File: config.mk
export PLATFORM = sky130hd
export DESIGN_NAME = hazard_scoreboard_flat
export DESIGN_NICKNAME = d
export VERILOG_FILES = /design/src/rtl/hazard_scoreboard_if.sv /design/src/rtl/hazard_scoreboard.sv /design/src/flat_wrapper.sv
export SDC_FILE = /design/constraint.sdc
export NUM_CORES = 1
export LEC_CHECK = 0
export CAP_MARGIN = 20
export CORE_ASPECT_RATIO = 0.9
export CORE_UTILIZATION = 40
export CTS_CLUSTER_SIZE = 20
export DETAILED_ROUTE_END_ITERATION = 10
export PLACE_DENSITY = 0.63
export REMOVE_ABC_BUFFERS = 1
export SYNTH_ARGS = -nofsm -noshare
export SYNTH_HDL_FRONTEND = slang
export SYNTH_SLANG_ARGS = --single-unit
File: constraint.sdc
create_clock -name clk -period 7.95 [get_ports clk]
set_input_delay 0.795 -clock clk [delete_from_list [all_inputs] [get_ports clk]]
set_output_delay 0.795 -clock clk [all_outputs]
set_load 0.01 [all_outputs]
File: src/rtl/hazard_scoreboard_if.sv
// D-stage hazard/bypass bundle between the decode stage and hazard_scoreboard.
// master = decode side (drives D fields), slave = scoreboard (drives stall/selects).
interface hazard_scoreboard_if #(
  parameter int unsigned REG_AW = 5,
  parameter int unsigned TW     = 2,
  parameter int unsigned FW_W   = 2
);
  logic              d_valid;
  logic [REG_AW-1:0] d_rs;
  logic [REG_AW-1:0] d_rt;
  logic [TW-1:0]     d_rs_tuse;
  logic [TW-1:0]     d_rt_tuse;
  logic              d_we;
  logic [REG_AW-1:0] d_wa;
  logic [TW-1:0]     d_tnew;
  logic              d_md_start;
  logic              d_md_div;
  logic              d_md_use;
  logic              flush;
  logic              stall;
  logic [FW_W-1:0]   fw_rs_sel;
  logic [FW_W-1:0]   fw_rt_sel;
  logic              md_busy;

  modport master (
    output d_valid, d_rs, d_rt, d_rs_tuse, d_rt_tuse, d_we, d_wa, d_tnew,
           d_md_start, d_md_div, d_md_use, flush,
    input  stall, fw_rs_sel, fw_rt_sel, md_busy
  );

  modport slave (
    input  d_valid, d_rs, d_rt, d_rs_tuse, d_rt_tuse, d_we, d_wa, d_tnew,
           d_md_start, d_md_div, d_md_use, flush,
    output stall, fw_rs_sel, fw_rt_sel, md_busy
  );
endinterface

File: src/rtl/hazard_scoreboard.sv
// Tnew/Tuse scoreboard producing D-stage stall, forward selects and MDU interlock.
// Optional HAZARD_MDU_EN adds the multiply/divide busy counter and its hazard.
module hazard_scoreboard #(
  parameter int unsigned STAGES   = 3,
  parameter int unsigned REG_AW   = 5,
  parameter int unsigned TW       = 2,
  parameter int unsigned MULT_CYC = 5,
  parameter int unsigned DIV_CYC  = 10
) (
  input  logic            clk,
  input  logic            reset,
  hazard_scoreboard_if.slave hz
);
  localparam int unsigned FW_W = $clog2(STAGES + 1);

  typedef struct packed {
    logic              valid;
    logic              we;
    logic [REG_AW-1:0] wa;
    logic [TW-1:0]     tnew;
  } slot_t;

  typedef struct packed {
    logic            hit;
    logic [FW_W-1:0] k;
    logic [TW-1:0]   tnew;
  } match_t;

  slot_t  slot_q [1:STAGES];
  match_t rs_m;
  match_t rt_m;
  logic   rs_haz;
  logic   rt_haz;
  logic   md_haz;
  logic   stall_c;

  // Youngest (lowest-numbered) matching producer wins; $0 never matches.
  function automatic match_t find(input logic [REG_AW-1:0] r);
    match_t m;
    m = '0;
    for (int k = int'(STAGES); k >= 1; k--) begin
      if (slot_q[k].valid && slot_q[k].we && (slot_q[k].wa == r) && (r != '0)) begin
        m.hit  = 1'b1;
        m.k    = FW_W'(k);
        m.tnew = slot_q[k].tnew;
      end
    end
    return m;
  endfunction

  function automatic logic [TW-1:0] dec_sat(input logic [TW-1:0] t);
    return (t == '0) ? '0 : t - TW'(1);
  endfunction

  // Slot shift register; a stalled or empty D injects a bubble into slot 1.
  always_ff @(posedge clk or posedge reset) begin
    if (reset) begin
      for (int k = 1; k <= int'(STAGES); k++) slot_q[k] <= '0;
    end else if (hz.flush) begin
      for (int k = 1; k <= int'(STAGES); k++) slot_q[k] <= '0;
    end else begin
      slot_q[1] <= '{valid: hz.d_valid & ~stall_c, we: hz.d_we, wa: hz.d_wa, tnew: hz.d_tnew};
      for (int k = 2; k <= int'(STAGES); k++) begin
        slot_q[k] <= '{valid: slot_q[k-1].valid, we: slot_q[k-1].we,
                       wa: slot_q[k-1].wa, tnew: dec_sat(slot_q[k-1].tnew)};
      end
    end
  end

  always_comb begin
    rs_m   = find(hz.d_rs);
    rt_m   = find(hz.d_rt);
    rs_haz = rs_m.hit && (rs_m.tnew > hz.d_rs_tuse);
    rt_haz = rt_m.hit && (rt_m.tnew > hz.d_rt_tuse);
  end

  assign stall_c      = hz.d_valid & (rs_haz | rt_haz | md_haz);
  assign hz.stall     = stall_c;
  assign hz.fw_rs_sel = (hz.d_valid && rs_m.hit && (rs_m.tnew == '0)) ? rs_m.k : '0;
  assign hz.fw_rt_sel = (hz.d_valid && rt_m.hit && (rt_m.tnew == '0)) ? rt_m.k : '0;

`ifdef HAZARD_MDU_EN
  localparam int unsigned MD_MAX = (DIV_CYC > MULT_CYC) ? DIV_CYC : MULT_CYC;
  localparam int unsigned CW     = $clog2(MD_MAX + 1);

  logic [CW-1:0] md_cnt;

  // A start only counts when it actually leaves D; a running count ignores flush.
  always_ff @(posedge clk or posedge reset) begin
    if (reset) begin
      md_cnt <= '0;
    end else if (hz.d_valid && hz.d_md_start && !stall_c && !hz.flush) begin
      md_cnt <= hz.d_md_div ? CW'(DIV_CYC) : CW'(MULT_CYC);
    end else if (md_cnt != '0) begin
      md_cnt <= md_cnt - CW'(1);
    end
  end

  assign hz.md_busy = (md_cnt != '0);
  assign md_haz     = hz.d_valid & (hz.d_md_use | hz.d_md_start) & hz.md_busy;
`else
  assign hz.md_busy = 1'b0;
  assign md_haz     = 1'b0;
`endif
endmodule

File: src/flat_wrapper.sv
// flat-port wrapper written by rule: the top's interface ports become plain ports
module hazard_scoreboard_flat 
#(
  parameter int unsigned STAGES   = 3,
  parameter int unsigned REG_AW   = 5,
  parameter int unsigned TW       = 2,
  parameter int unsigned MULT_CYC = 5,
  parameter int unsigned DIV_CYC  = 10
)
  (clk, reset, hz_d_valid, hz_d_rs, hz_d_rt, hz_d_rs_tuse, hz_d_rt_tuse, hz_d_we, hz_d_wa, hz_d_tnew, hz_d_md_start, hz_d_md_div, hz_d_md_use, hz_flush, hz_stall, hz_fw_rs_sel, hz_fw_rt_sel, hz_md_busy);
  hazard_scoreboard_if #(.REG_AW(REG_AW), .TW(TW), .FW_W(2)) hz_i ();
  input  logic clk;
  input  logic reset;
  input wire logic [$bits(hz_i.d_valid)-1:0] hz_d_valid;
  input wire logic [$bits(hz_i.d_rs)-1:0] hz_d_rs;
  input wire logic [$bits(hz_i.d_rt)-1:0] hz_d_rt;
  input wire logic [$bits(hz_i.d_rs_tuse)-1:0] hz_d_rs_tuse;
  input wire logic [$bits(hz_i.d_rt_tuse)-1:0] hz_d_rt_tuse;
  input wire logic [$bits(hz_i.d_we)-1:0] hz_d_we;
  input wire logic [$bits(hz_i.d_wa)-1:0] hz_d_wa;
  input wire logic [$bits(hz_i.d_tnew)-1:0] hz_d_tnew;
  input wire logic [$bits(hz_i.d_md_start)-1:0] hz_d_md_start;
  input wire logic [$bits(hz_i.d_md_div)-1:0] hz_d_md_div;
  input wire logic [$bits(hz_i.d_md_use)-1:0] hz_d_md_use;
  input wire logic [$bits(hz_i.flush)-1:0] hz_flush;
  output wire logic [$bits(hz_i.stall)-1:0] hz_stall;
  output wire logic [$bits(hz_i.fw_rs_sel)-1:0] hz_fw_rs_sel;
  output wire logic [$bits(hz_i.fw_rt_sel)-1:0] hz_fw_rt_sel;
  output wire logic [$bits(hz_i.md_busy)-1:0] hz_md_busy;
  assign hz_i.d_valid = hz_d_valid;
  assign hz_i.d_rs = hz_d_rs;
  assign hz_i.d_rt = hz_d_rt;
  assign hz_i.d_rs_tuse = hz_d_rs_tuse;
  assign hz_i.d_rt_tuse = hz_d_rt_tuse;
  assign hz_i.d_we = hz_d_we;
  assign hz_i.d_wa = hz_d_wa;
  assign hz_i.d_tnew = hz_d_tnew;
  assign hz_i.d_md_start = hz_d_md_start;
  assign hz_i.d_md_div = hz_d_md_div;
  assign hz_i.d_md_use = hz_d_md_use;
  assign hz_i.flush = hz_flush;
  assign hz_stall = hz_i.stall;
  assign hz_fw_rs_sel = hz_i.fw_rs_sel;
  assign hz_fw_rt_sel = hz_i.fw_rt_sel;
  assign hz_md_busy = hz_i.md_busy;
  hazard_scoreboard #(.STAGES(STAGES), .REG_AW(REG_AW), .TW(TW), .MULT_CYC(MULT_CYC), .DIV_CYC(DIV_CYC)) u_core (.clk(clk), .reset(reset), .hz(hz_i));
endmodule
==> Yosys cells after proc, flatten, opt, wreduce, memory -nomap -nowiden <==
Cells that the tools add are included.
{ "totals": {"register_bits": 27, "wordCells": 64, "inputBits": 29, "out_inout_bits": 6} }
{ "op_classes": {"n_reduce_logical": 27, "eq_ne": 6, "muxes": 11, "n_addsub": 2, "bitwise": 4, "order_cmp": 2} }
{ "ops": {"columns": ["operator", "n"], "rows": [
  ["5-bit == test", 6],
  ["5-bit 2-to-1 mux", 6],
  ["27-bit 2-to-1 mux", 1],
  ["1-bit logical AND", 21],
  ["5-bit nonzero test", 2],
  ["2-bit logical NOT", 4],
  ["2-bit 2-to-1 mux", 4],
  ["2-bit > comparator", 2],
  ["2-bit by 1-bit subtractor with 2-bit output, second input constant", 2],
  ["1-bit bitwise AND", 2],
  ["1-bit NOT", 1],
  ["1-bit OR", 1]
]} }

==> Logic depth before layout (Yosys ltp) <==
Gate-level depths: netlist (run 1).
{ "logic_depth": {"depth_word": 13, "ltp_mapped": 13, "depth_no_buf": 12} }

==> Least setup slack after synthesis (run 1) <==
No wires, ideal clock.
{ "synth_path": {"kind": "input to output", "from": "input port hz_d_rt[1]", "to": "output port hz_stall", "arrival_ps": 2791, "stages": 10, "required_time_ps": 7155, "setup_slack_ps": 4364, "path_buffers": 0, "cell_sequence": "or4_1 > nor2_2 > nor4_1 > or3_4 > a31oi_4 > ha_1 > a21oi_1 > a21oi_1 > a22oi_1 > nor2_1"} }
{ "synth_via": {"elab_chain_cells": 10, "elab_cells_between_ends": 17, "classes_between": "order compare (1); eq/ne (3); mux (3); bitwise (2); reduce/logical (8)"} }
{ "synth_lines": {"columns": ["item", "line_no", "source"], "rows": [
  ["start: declaration", "flat_wrapper.sv:16", "input wire logic [$bits(hz_i.d_rt)-1:0] hz_d_rt;"],
  ["5-bit == test", "hazard_scoreboard.sv:42", "if (slot_q[k].valid && slot_q[k].we && (slot_q[k].wa == r) && (r != '0)) begin"],
  ["1-bit logical AND (2 in series)", "hazard_scoreboard.sv:42", null],
  ["5-bit 2-to-1 mux (2 in series)", "hazard_scoreboard.sv:42", null],
  ["5-bit 2-to-1 mux (*)", "hazard_scoreboard.sv:42", null],
  ["2-bit > comparator", "hazard_scoreboard.sv:74", "rt_haz = rt_m.hit && (rt_m.tnew > hz.d_rt_tuse);"],
  ["1-bit logical AND (*)", "hazard_scoreboard.sv:74", null],
  ["1-bit OR (*)", "hazard_scoreboard.sv:77", "assign stall_c = hz.d_valid & (rs_haz | rt_haz | md_haz);"],
  ["1-bit bitwise AND (*)", "hazard_scoreboard.sv:77", null],
  ["end: declaration", "flat_wrapper.sv:26", "output wire logic [$bits(hz_i.stall)-1:0] hz_stall;"]
]} }
Mark *: on every way between the ends. The rest lies on a longest branch, timed or not.

==> Worst setup path after layout (run 1) <==
Same ends and word-level chain as after synthesis.

==> results.sh, run 1 <==
export IMPL_min_period_over_period_pct=61.3
export IMPL_cts_root_buffer="clkbuf_8"
export IMPL_cts_hold_buf=0
export IMPL_share_of_synthesized_registers_carrying_an_async_set_or_reset_pct=100
export IMPL_critical_path_slowest_cell="or4_1"
export IMPL_post_cts_buffers=0
export IMPL_seq_area_frac_synth_pct=40.7
export IMPL_setup_violations_final=0
export IMPL_floorplan_core_area_um2=3840
export IMPL_grt_first_pass_wirelength_um=6050
export IMPL_vias=1323
export IMPL_count_of_unresolved_drc_violations_after_routing=0
export IMPL_worst_ep_required_time_ns=7.15
export IMPL_final_cell_area_um2=2070
export IMPL_routed_wire_length_per_instance_um=14.3
export IMPL_synth_area_top_cells="dfrtp_1 41%, xnor2_1 9.5%, nor2b_1 7.9%"
export IMPL_fmaxAchievable_ghz=0.205
export IMPL_post_route_min_period_ns=4.87
export IMPL_critPathMostFrequentCell="clkdlybuf4s50_1"
export IMPL_global_route_overflow_total=0
export IMPL_port_buffers=30
export IMPL_synth_ff_latch_count=27
export IMPL_critPathMaxStageDelay_ns=0.58
export IMPL_irDropWorstVdd_v=0.0000673
export IMPL_grt_pass1_vias=1336
export IMPL_layout_nets=238
export IMPL_final_instance_count_excl_fill=250
export IMPL_tritoncts="built"
export IMPL_final_antenna_net_count=0
export IMPL_tightestPinTransition_ns=0.989
export IMPL_post_synth_num_cell_types=42
export IMPL_cell_with_the_most_instances_after_synthesis="dfrtp_1"
export IMPL_layout_area_overhead_vs_synth_pct=24.8
export IMPL_critPathArrivalTime_ns=4.08
export IMPL_grt_setup_unrepaired="false"
export IMPL_max_slew_margin_rel_pct=33.9
export IMPL_synth_top_area_cell="dfrtp_1"
export IMPL_gpl_final_weighted_congestion=0.866
export IMPL_power_density_nw_per_um2=130
export IMPL_worstSetupPathType="in -> out"
export IMPL_postRouteWirelength_um=3570
export IMPL_cts_buffers=3
export IMPL_drv_max_cap_violation_count=0
export IMPL_postSynthAreaPerCell_um2=9.60
export IMPL_min_path_type="reg -> reg"
export IMPL_fillerInstances=342
export IMPL_detailedRoute_firstPassIterationCount=6
export IMPL_timing_critical_path_from_type="input port"
export IMPL_cts_htree_levels=1
export IMPL_clkLatencyLatePin_ns=0.28
export IMPL_initial_core_util_pct=43.3
export IMPL_globalRouteTotalUtil_pct=17.5
export IMPL_yosysTopAreaCellShare_pct=40.7
export IMPL_reg_largest_list="u_core.slot_q (27)"
export IMPL_drive_above_1_share_pct=7.35
export IMPL_maximum_number_of_pins_on_one_net_before_global_route_repair=28
export IMPL_synth_edf_count=0
export IMPL_critical_path_cell_chain="clkdlybuf4s50_1 > or4_1 > nor2_2 > nor4_1 > or3_1 > a21oi_2 > inv_1 > ha_1 > a21oi_1 > a22oi_1 > nor2_1 > clkdlybuf4s50_1"
export IMPL_number_of_antenna_violations_at_the_first_check_in_global_routing=0
export IMPL_horizontal_die_dimension_um=69.9
export IMPL_clock_tree_buffer_depth=2
export IMPL_diodes=0
export IMPL_netlist_top_cells_count="27 x dfrtp_1, 21 x nor2b_1, 18 x xnor2_1"
export IMPL_cts_sink_count=27
export IMPL_fp_row_count=21
export IMPL_dp_hpwl_um=2830
export IMPL_chip_height_um=63.1
export IMPL_largest_register="u_core.slot_q"
export IMPL_cp_end_kind="primary output"
export IMPL_clk_transition_reported_paths_ns=0.08
export IMPL_via_density_per_instance=5.29
export IMPL_synth_ff_type="dfrtp_1"
export IMPL_leakage_nw=0.904
export IMPL_max_fo_critical_path=5
export IMPL_synth_cell_area_um2=1660
export IMPL_place_inst=245
export IMPL_syn_inst=173
export IMPL_place_area_um2=2000
export IMPL_final_setup_tns_ns=0
export IMPL_clock_skew_final_ns=0.00954
export IMPL_hold_viol_final=0
export IMPL_result_of_the_run="finished, final reports clean"
export IMPL_synth_yosys_warnings=0
export IMPL_drtIter0Drc=33
export IMPL_dieArea_um2=4420
export IMPL_ioPinCount=35
export IMPL_cts_resized=0
export IMPL_timing_final_max_slew_violations=0
export IMPL_largest_register_ffs=27
-- layer usage --
metal | global-route usage, % | part of all wire [%] | up-vias | wire length, um
li1 | - | - | 647 | -
met1 | 23.0 | 46 | 631 | 1640
met2 | 28.6 | 48 | 40 | 1700
met3 | 3.36 | 4.7 | 5 | 169
met4 | 6.75 | 1.7 | 0 | 59
met5 | 0 | 0 | - | 0
-- power breakdown --
group	switching (mW)	internal, mW	leakage (nW)
sequential	0.00476	0.142	0.362
clock	0.0411	0.0360	0.0228
combinational	0.0213	0.0249	0.520
-- critical path, delay by kind of cell --
kind	cells	cell delay (ns)
fa+ha+maj	1	0.27
simple gates	5	1.38
buf+inv	3	1.15
compound gates	3	0.47
-- layout by cell type (no fill, tap or decap), drive strengths merged, types with 2 or more instances in the layout --
cell type	count
clkdlybuf4s50	30
dfrtp	27
nor2b	21
xnor2	18
inv	14
nor2	12
nand2	10
xor2	9
nor3	8
a21oi	7
nand3	5
or3	5
ha	4
clkbuf	4
or4	4
o211ai	3
nand4	2
nor4	2
nor3b	2
a31oi	2
nand4b	2
-- per-stage QoR --
step / util, % / power, mW / setup WS, ns / hold WS [ns]
after floorplan: - / 0.171 / 4.36 / 0.406
after global placement: 52.2 / 0.193 / 3.09 / 0.412
after detailed placement: 52.2 / 0.194 / 3.08 / 0.428
after CTS: 53.3 / 0.270 / 3.06 / 0.440
after global routing: 54.0 / 0.286 / 2.85 / 0.447
final: 54.0 / 0.270 / 3.08 / 0.446
-- path summary, 6_finish.rpt --
path / start / endpoint / slack [ns] / cells after the start
worst max register to register: u_core.slot_q[13]$_DFF_PP0_ / u_core.slot_q[26]$_DFF_PP0_ / 5.02 / 10
worst min register to register: u_core.slot_q[9]$_DFF_PP0_ / u_core.slot_q[0]$_DFF_PP0_ / 0.45 / 1
worst max-delay path: hz_d_rt[1] / hz_stall / 3.08 / 12
worst min-delay path: u_core.slot_q[9]$_DFF_PP0_ / u_core.slot_q[0]$_DFF_PP0_ / 0.45 / 1
min in group asynchronous: reset / u_core.slot_q[10]$_DFF_PP0_ / 0.74 / 2
max in group asynchronous: reset / u_core.slot_q[7]$_DFF_PP0_ / 6.82 / 3
-- cell type report --
| type | instances | area, um2 | area share, % |
|---|---|---|---|
| multi-input cells | 128 | 915 | 44.1 |
| flip-flops and latches | 27 | 676 | 32.6 |
| repair buffers | 31 | 328 | 15.8 |
| well taps | 46 | 57.6 | 2.78 |
| inverters | 14 | 52.6 | 2.53 |
| clock buffers | 4 | 45.0 | 2.17 |
-- kinds of logic after synthesis --
kind of cell / share of synthesized area [%]
and+or+nand+nor: 27.8
xor gates and xnor gates: 14.2
DFF: 40.7
AOI/OAI and AO/OA: 9.79
buffers and inverters: 4.29
adders and majority gates: 3.01
other: 0.226
No activity file was read; power rests on OpenSTA's default activity.
==> run 2, diff against run 1 <==
clock period = 4.85 ns   (was 7.95 ns; I/O delays follow)
==> results.sh, run 2 (same netlist as run 1, synthesis figures left out) <==
export IMPL_worstSetupPathType="in -> out"
export IMPL_post_cts_buffers=0
export IMPL_max_slew_margin_rel_pct=36.3
export IMPL_clock_tree_buffer_depth=2
export IMPL_reg2reg_from="u_core.slot_q[11]$_DFF_PP0_"
export IMPL_tritoncts="built"
export IMPL_largest_register_ffs=27
export IMPL_global_route_overflow_total=0
export IMPL_tightestPinTransition_ns=0.952
export IMPL_via_density_per_instance=5.28
export IMPL_min_period_over_period_pct=88.3
export IMPL_r2r_end="u_core.slot_q[26]$_DFF_PP0_"
export IMPL_layout_common_cells="30 x clkdlybuf4s50_1, 27 x dfrtp_1, 21 x nor2b_1, 18 x xnor2_1, 14 x inv_1"
export IMPL_power_density_nw_per_um2=212
export IMPL_final_cell_area_um2=2070
export IMPL_port_buffers=30
export IMPL_cts_root_buffer="clkbuf_8"
export IMPL_diodes=0
export IMPL_reg2reg_slack_ns=1.88
export IMPL_drv_max_cap_violation_count=0
export IMPL_routed_wire_length_per_instance_um=14.2
export IMPL_fp_row_count=21
export IMPL_hold_viol_final=0
export IMPL_cts_resized=0
export IMPL_horizontal_die_dimension_um=69.9
export IMPL_timing_critical_path_from_type="input port"
export IMPL_setup_violations_final=0
export IMPL_largest_register="u_core.slot_q"
export IMPL_grt_setup_unrepaired="false"
export IMPL_dieArea_um2=4420
export IMPL_final_antenna_net_count=0
export IMPL_cts_htree_levels=1
export IMPL_clock_skew_final_ns=0.00908
export IMPL_drtIter0Drc=31
export IMPL_layout_nets=238
export IMPL_fin_ws_ns=0.566
export IMPL_chip_height_um=63.1
export IMPL_timing_final_max_slew_violations=0
export IMPL_reg_largest_list="u_core.slot_q (27)"
export IMPL_fmaxAchievable_ghz=0.233
export IMPL_post_layout_total_power_mw=0.441
export IMPL_layout_commonest_cell="clkdlybuf4s50_1"
export IMPL_initial_core_util_pct=43.3
export IMPL_wl_met3_um=145
export IMPL_gpl_final_weighted_congestion=0.870
export IMPL_worst_r2r_cell_count=10
export IMPL_detailedRoute_firstPassIterationCount=4
export IMPL_min_path_type="in -> async"
export IMPL_max_fo_critical_path=5
export IMPL_met2_wire_length_um=1730
export IMPL_vias=1321
export IMPL_leakage_nw=0.907
export IMPL_maximum_number_of_pins_on_one_net_before_global_route_repair=28
export IMPL_cts_hold_buf=0
export IMPL_drt_met1_wl_um=1650
export IMPL_grt_pass1_vias=1353
export IMPL_cts_buffers=3
export IMPL_layout_area_overhead_vs_synth_pct=24.8
export IMPL_cts_sink_count=27
export IMPL_topRoutingLayerUsed="met4"
export IMPL_clk_transition_reported_paths_ns=0.08
export IMPL_drive_above_1_share_pct=7.84
export IMPL_worst_ep_required_time_ns=4.37
export IMPL_ioPinCount=35
export IMPL_grt_first_pass_wirelength_um=6140
export IMPL_number_of_antenna_violations_at_the_first_check_in_global_routing=0
export IMPL_postRouteWirelength_um=3560
export IMPL_globalRouteTotalUtil_pct=17.5
export IMPL_post_place_setup_slack_ns=0.611
export IMPL_result_of_the_run="finished, final reports clean"
export IMPL_clkLatencyLatePin_ns=0.27
export IMPL_hold_worst_slack_ns=0.420
export IMPL_final_setup_tns_ns=0
export IMPL_count_of_unresolved_drc_violations_after_routing=0
export IMPL_floorplan_core_area_um2=3840
export IMPL_place_area_um2=2000
export IMPL_irDropWorstVdd_v=0.000100
export IMPL_cp_end_kind="primary output"
export IMPL_post_route_min_period_ns=4.28
export IMPL_critPathArrivalTime_ns=3.80
export IMPL_dp_hpwl_um=2790
run 2: layout make-up:
| cell class | count | area (um2) |
|---|---|---|
| clock buffers | 3 | 41.3 |
| clock inverters | 1 | 5.00 |
| fillers | 344 | 1760 |
| inverters | 14 | 52.6 |
| multi-input cells | 128 | 915 |
| flip-flops and latches | 27 | 676 |
| well taps | 46 | 57.6 |
| repair buffers | 31 | 328 |
run 2: layer usage:
layer,vias up,track usage (%)
met5,-,0
met4,0,6.00
met3,4,2.72
met2,37,29.6
met1,634,22.8
li1,646,-
run 2: how the worst max path moves through the flow:
stage / slack [ns] / start / depth (start not counted) / end
3_5_place_dp: 0.61 / hz_d_rs[1] / 12 / hz_stall
6_report: 0.57 / hz_d_rt[1] / 12 / hz_stall
4_1_cts: 0.59 / hz_d_rt[1] / 12 / hz_stall
2_1_floorplan: 1.88 / hz_d_rt[1] / 10 / hz_stall
5_1_grt: 0.35 / hz_d_rt[1] / 14 / hz_stall
3_3_place_gp: 0.62 / hz_d_rt[1] / 12 / hz_stall
run 2: report_power, final:
group	switching, mW	leakage (nW)	internal, mW
registers	0.00768	0.362	0.233
logic	0.0349	0.520	0.0408
clock network	0.0668	0.0255	0.0575
run 2: through the flow:
stage / cells / utilization, %
after global routing: 250 / 54.1
after floorplan: 169 / -
after CTS: 249 / 53.4
after global placement: 245 / 52.2
after detailed placement: 245 / 52.2
final: 250 / 54.1
run 2: worst max-delay path: stages:
cell,delay [ns]
clkdlybuf4s50_1,0.54
or4_1,0.59
nor2_2,0.22
nor4_1,0.15
or3_1,0.34
a21oi_2,0.23
inv_1,0.07
ha_1,0.28
a21oi_1,0.15
a22oi_1,0.10
nor2_1,0.10
clkdlybuf4s50_1,0.54
==> run 3, diff against run 2 <==
RECOVER_POWER = 100   (was unset)
==> results.sh, run 3 (same netlist as run 1, synthesis figures left out) <==
export IMPL_result_of_the_run="finished, final reports clean"
export IMPL_via_density_per_instance=5.28
export IMPL_routed_wire_length_per_instance_um=14.2
export IMPL_final_core_util_pct=53.0
export IMPL_maximum_number_of_pins_on_one_net_before_global_route_repair=28
export IMPL_cts_hold_buf=0
export IMPL_layout_common_cells="27 x dfrtp_1, 26 x clkdlybuf4s50_1, 21 x nor2b_1, 18 x xnor2_1, 14 x inv_1"
export IMPL_final_instance_count_excl_fill=250
export IMPL_worst_r2r_cell_count=10
export IMPL_gpl_final_weighted_congestion=0.870
export IMPL_place_area_um2=2000
export IMPL_critPathArrivalTime_ns=3.85
export IMPL_place_inst=245
export IMPL_clock_skew_final_ns=0.00772
export IMPL_worstSetupPathType="in -> out"
export IMPL_setup_violations_final=0
export IMPL_clk_transition_reported_paths_ns=0.08
export IMPL_reg2reg_from="u_core.slot_q[11]$_DFF_PP0_"
export IMPL_grt_pass1_vias=1353
export IMPL_pwr_share_comb_pct=16.4
export IMPL_netSwitchingPower_mw=0.108
export IMPL_cp_end_kind="primary output"
export IMPL_port_buffers=30
export IMPL_irDropWorstVdd_v=0.0000994
export IMPL_worst_ep_required_time_ns=4.37
export IMPL_initial_core_util_pct=43.3
export IMPL_diodes=0
export IMPL_clock_tree_buffer_depth=2
export IMPL_layout_area_overhead_vs_synth_pct=22.4
export IMPL_hold_path_endpoint="u_core.slot_q[0]$_DFF_PP0_"
export IMPL_p_int_mw=0.329
export IMPL_fp_row_count=21
export IMPL_cts_resized=0
export IMPL_globalRouteTotalUtil_pct=17.5
export IMPL_cts_root_buffer="clkbuf_8"
export IMPL_post_route_min_period_ns=4.33
export IMPL_netSwitchingFraction_pct=24.8
export IMPL_dp_hpwl_um=2790
export IMPL_holdCritStartpoint="u_core.slot_q[9]$_DFF_PP0_"
export IMPL_post_cts_buffers=0
export IMPL_post_place_setup_slack_ns=0.611
export IMPL_final_cell_area_um2=2030
export IMPL_min_path_type="reg -> reg"
export IMPL_postRouteWirelength_um=3560
export IMPL_cts_sink_count=27
export IMPL_reg2reg_slack_ns=1.89
export IMPL_number_of_antenna_violations_at_the_first_check_in_global_routing=0
export IMPL_detailedRoute_firstPassIterationCount=4
export IMPL_final_antenna_net_count=0
export IMPL_grt_setup_unrepaired="false"
export IMPL_cts_htree_levels=1
export IMPL_timing_critical_path_from_type="input port"
export IMPL_fmaxAchievable_ghz=0.231
export IMPL_ioPinCount=35
export IMPL_tritoncts="built"
export IMPL_largest_register_ffs=27
export IMPL_max_fo_critical_path=5
export IMPL_chip_height_um=63.1
export IMPL_tightestPinTransition_ns=1.30
export IMPL_power_clock_fraction_pct=28.5
export IMPL_r2r_end="u_core.slot_q[26]$_DFF_PP0_"
export IMPL_largest_register="u_core.slot_q"
export IMPL_vias=1321
export IMPL_reg_largest_list="u_core.slot_q (27)"
export IMPL_final_setup_tns_ns=0
export IMPL_layout_commonest_cell="dfrtp_1"
export IMPL_fin_ws_ns=0.517
export IMPL_count_of_unresolved_drc_violations_after_routing=0
export IMPL_hold_path_cell_count=1
export IMPL_dieArea_um2=4420
export IMPL_global_route_overflow_total=0
export IMPL_max_slew_margin_rel_pct=13.2
export IMPL_power_density_nw_per_um2=215
export IMPL_hold_viol_final=0
export IMPL_cts_buffers=3
export IMPL_floorplan_core_area_um2=3840
export IMPL_clkLatencyLatePin_ns=0.27
export IMPL_horizontal_die_dimension_um=69.9
export IMPL_drive_above_1_share_pct=6.37
export IMPL_drtIter0Drc=34
export IMPL_leakage_nw=0.881
export IMPL_grt_first_pass_wirelength_um=6140
export IMPL_timing_final_max_slew_violations=0
export IMPL_power_share_sequential_pct=55.1
export IMPL_min_period_over_period_pct=89.3
export IMPL_drv_max_cap_violation_count=0
export IMPL_layout_nets=238
## run 3: cell type report
type | count | area [um2]
Tap cell | 46 | 57.6
Multi-Input combinational cell | 128 | 897
Fill cell | 351 | 1800
Clock buffer | 3 | 41.3
Sequential cell | 27 | 676
Timing Repair Buffer | 31 | 304
Clock inverter | 1 | 5.00
Inverter | 14 | 52.6
## run 3: routing by layer
layer  vias to the layer above  share of wire [%]  routed length (um)  GRT usage [%]
met4                         0                1.3                  48           6.00
met5                         -                  0                   0              0
li1                        643                  -                   -              -
met1                       639                 46                1640           22.8
met3                         6                4.5                 159           2.72
met2                        33                 48                1710           29.6
## run 3: worst max-delay path, stage by stage
cell and delay [ns]:
clkdlybuf4s50_1 0.54, or4_1 0.56, nor2_1 0.27, nor4_1 0.17, or3_1 0.35, a21oi_2 0.24, inv_1 0.07, ha_1 0.28
a21oi_1 0.15, a22oi_1 0.10, nor2_1 0.10, clkdlybuf4s50_1 0.54
## run 3: stage by stage
stage,hold slack [ns],power [mW]
after floorplan,0.406,0.280
after global placement,0.412,0.317
after detailed placement,0.426,0.318
after CTS,0.438,0.444
after global routing,0.448,0.462
final,0.437,0.437
## run 3: worst max path at each step
stage | from | endpoint | cells past startpoint | slack, ns
finish | hz_d_rt[1] | hz_stall | 12 | 0.52
global route | hz_d_rt[1] | hz_stall | 14 | 0.25
CTS | hz_d_rt[1] | hz_stall | 12 | 0.59
detailed placement | hz_d_rs[1] | hz_stall | 12 | 0.61
global placement | hz_d_rt[1] | hz_stall | 12 | 0.62
floorplan | hz_d_rt[1] | hz_stall | 10 | 1.88
## run 3: power groups by stage
stage / Sequential (mW) / Clock [mW] / Combinational [mW]
global route: 0.242 / 0.141 / 0.0798
CTS: 0.240 / 0.129 / 0.0739
finish: 0.241 / 0.125 / 0.0717
detailed placement: 0.245 / 0 / 0.0735
floorplan: 0.243 / 0 / 0.0369
global placement: 0.245 / 0 / 0.0718
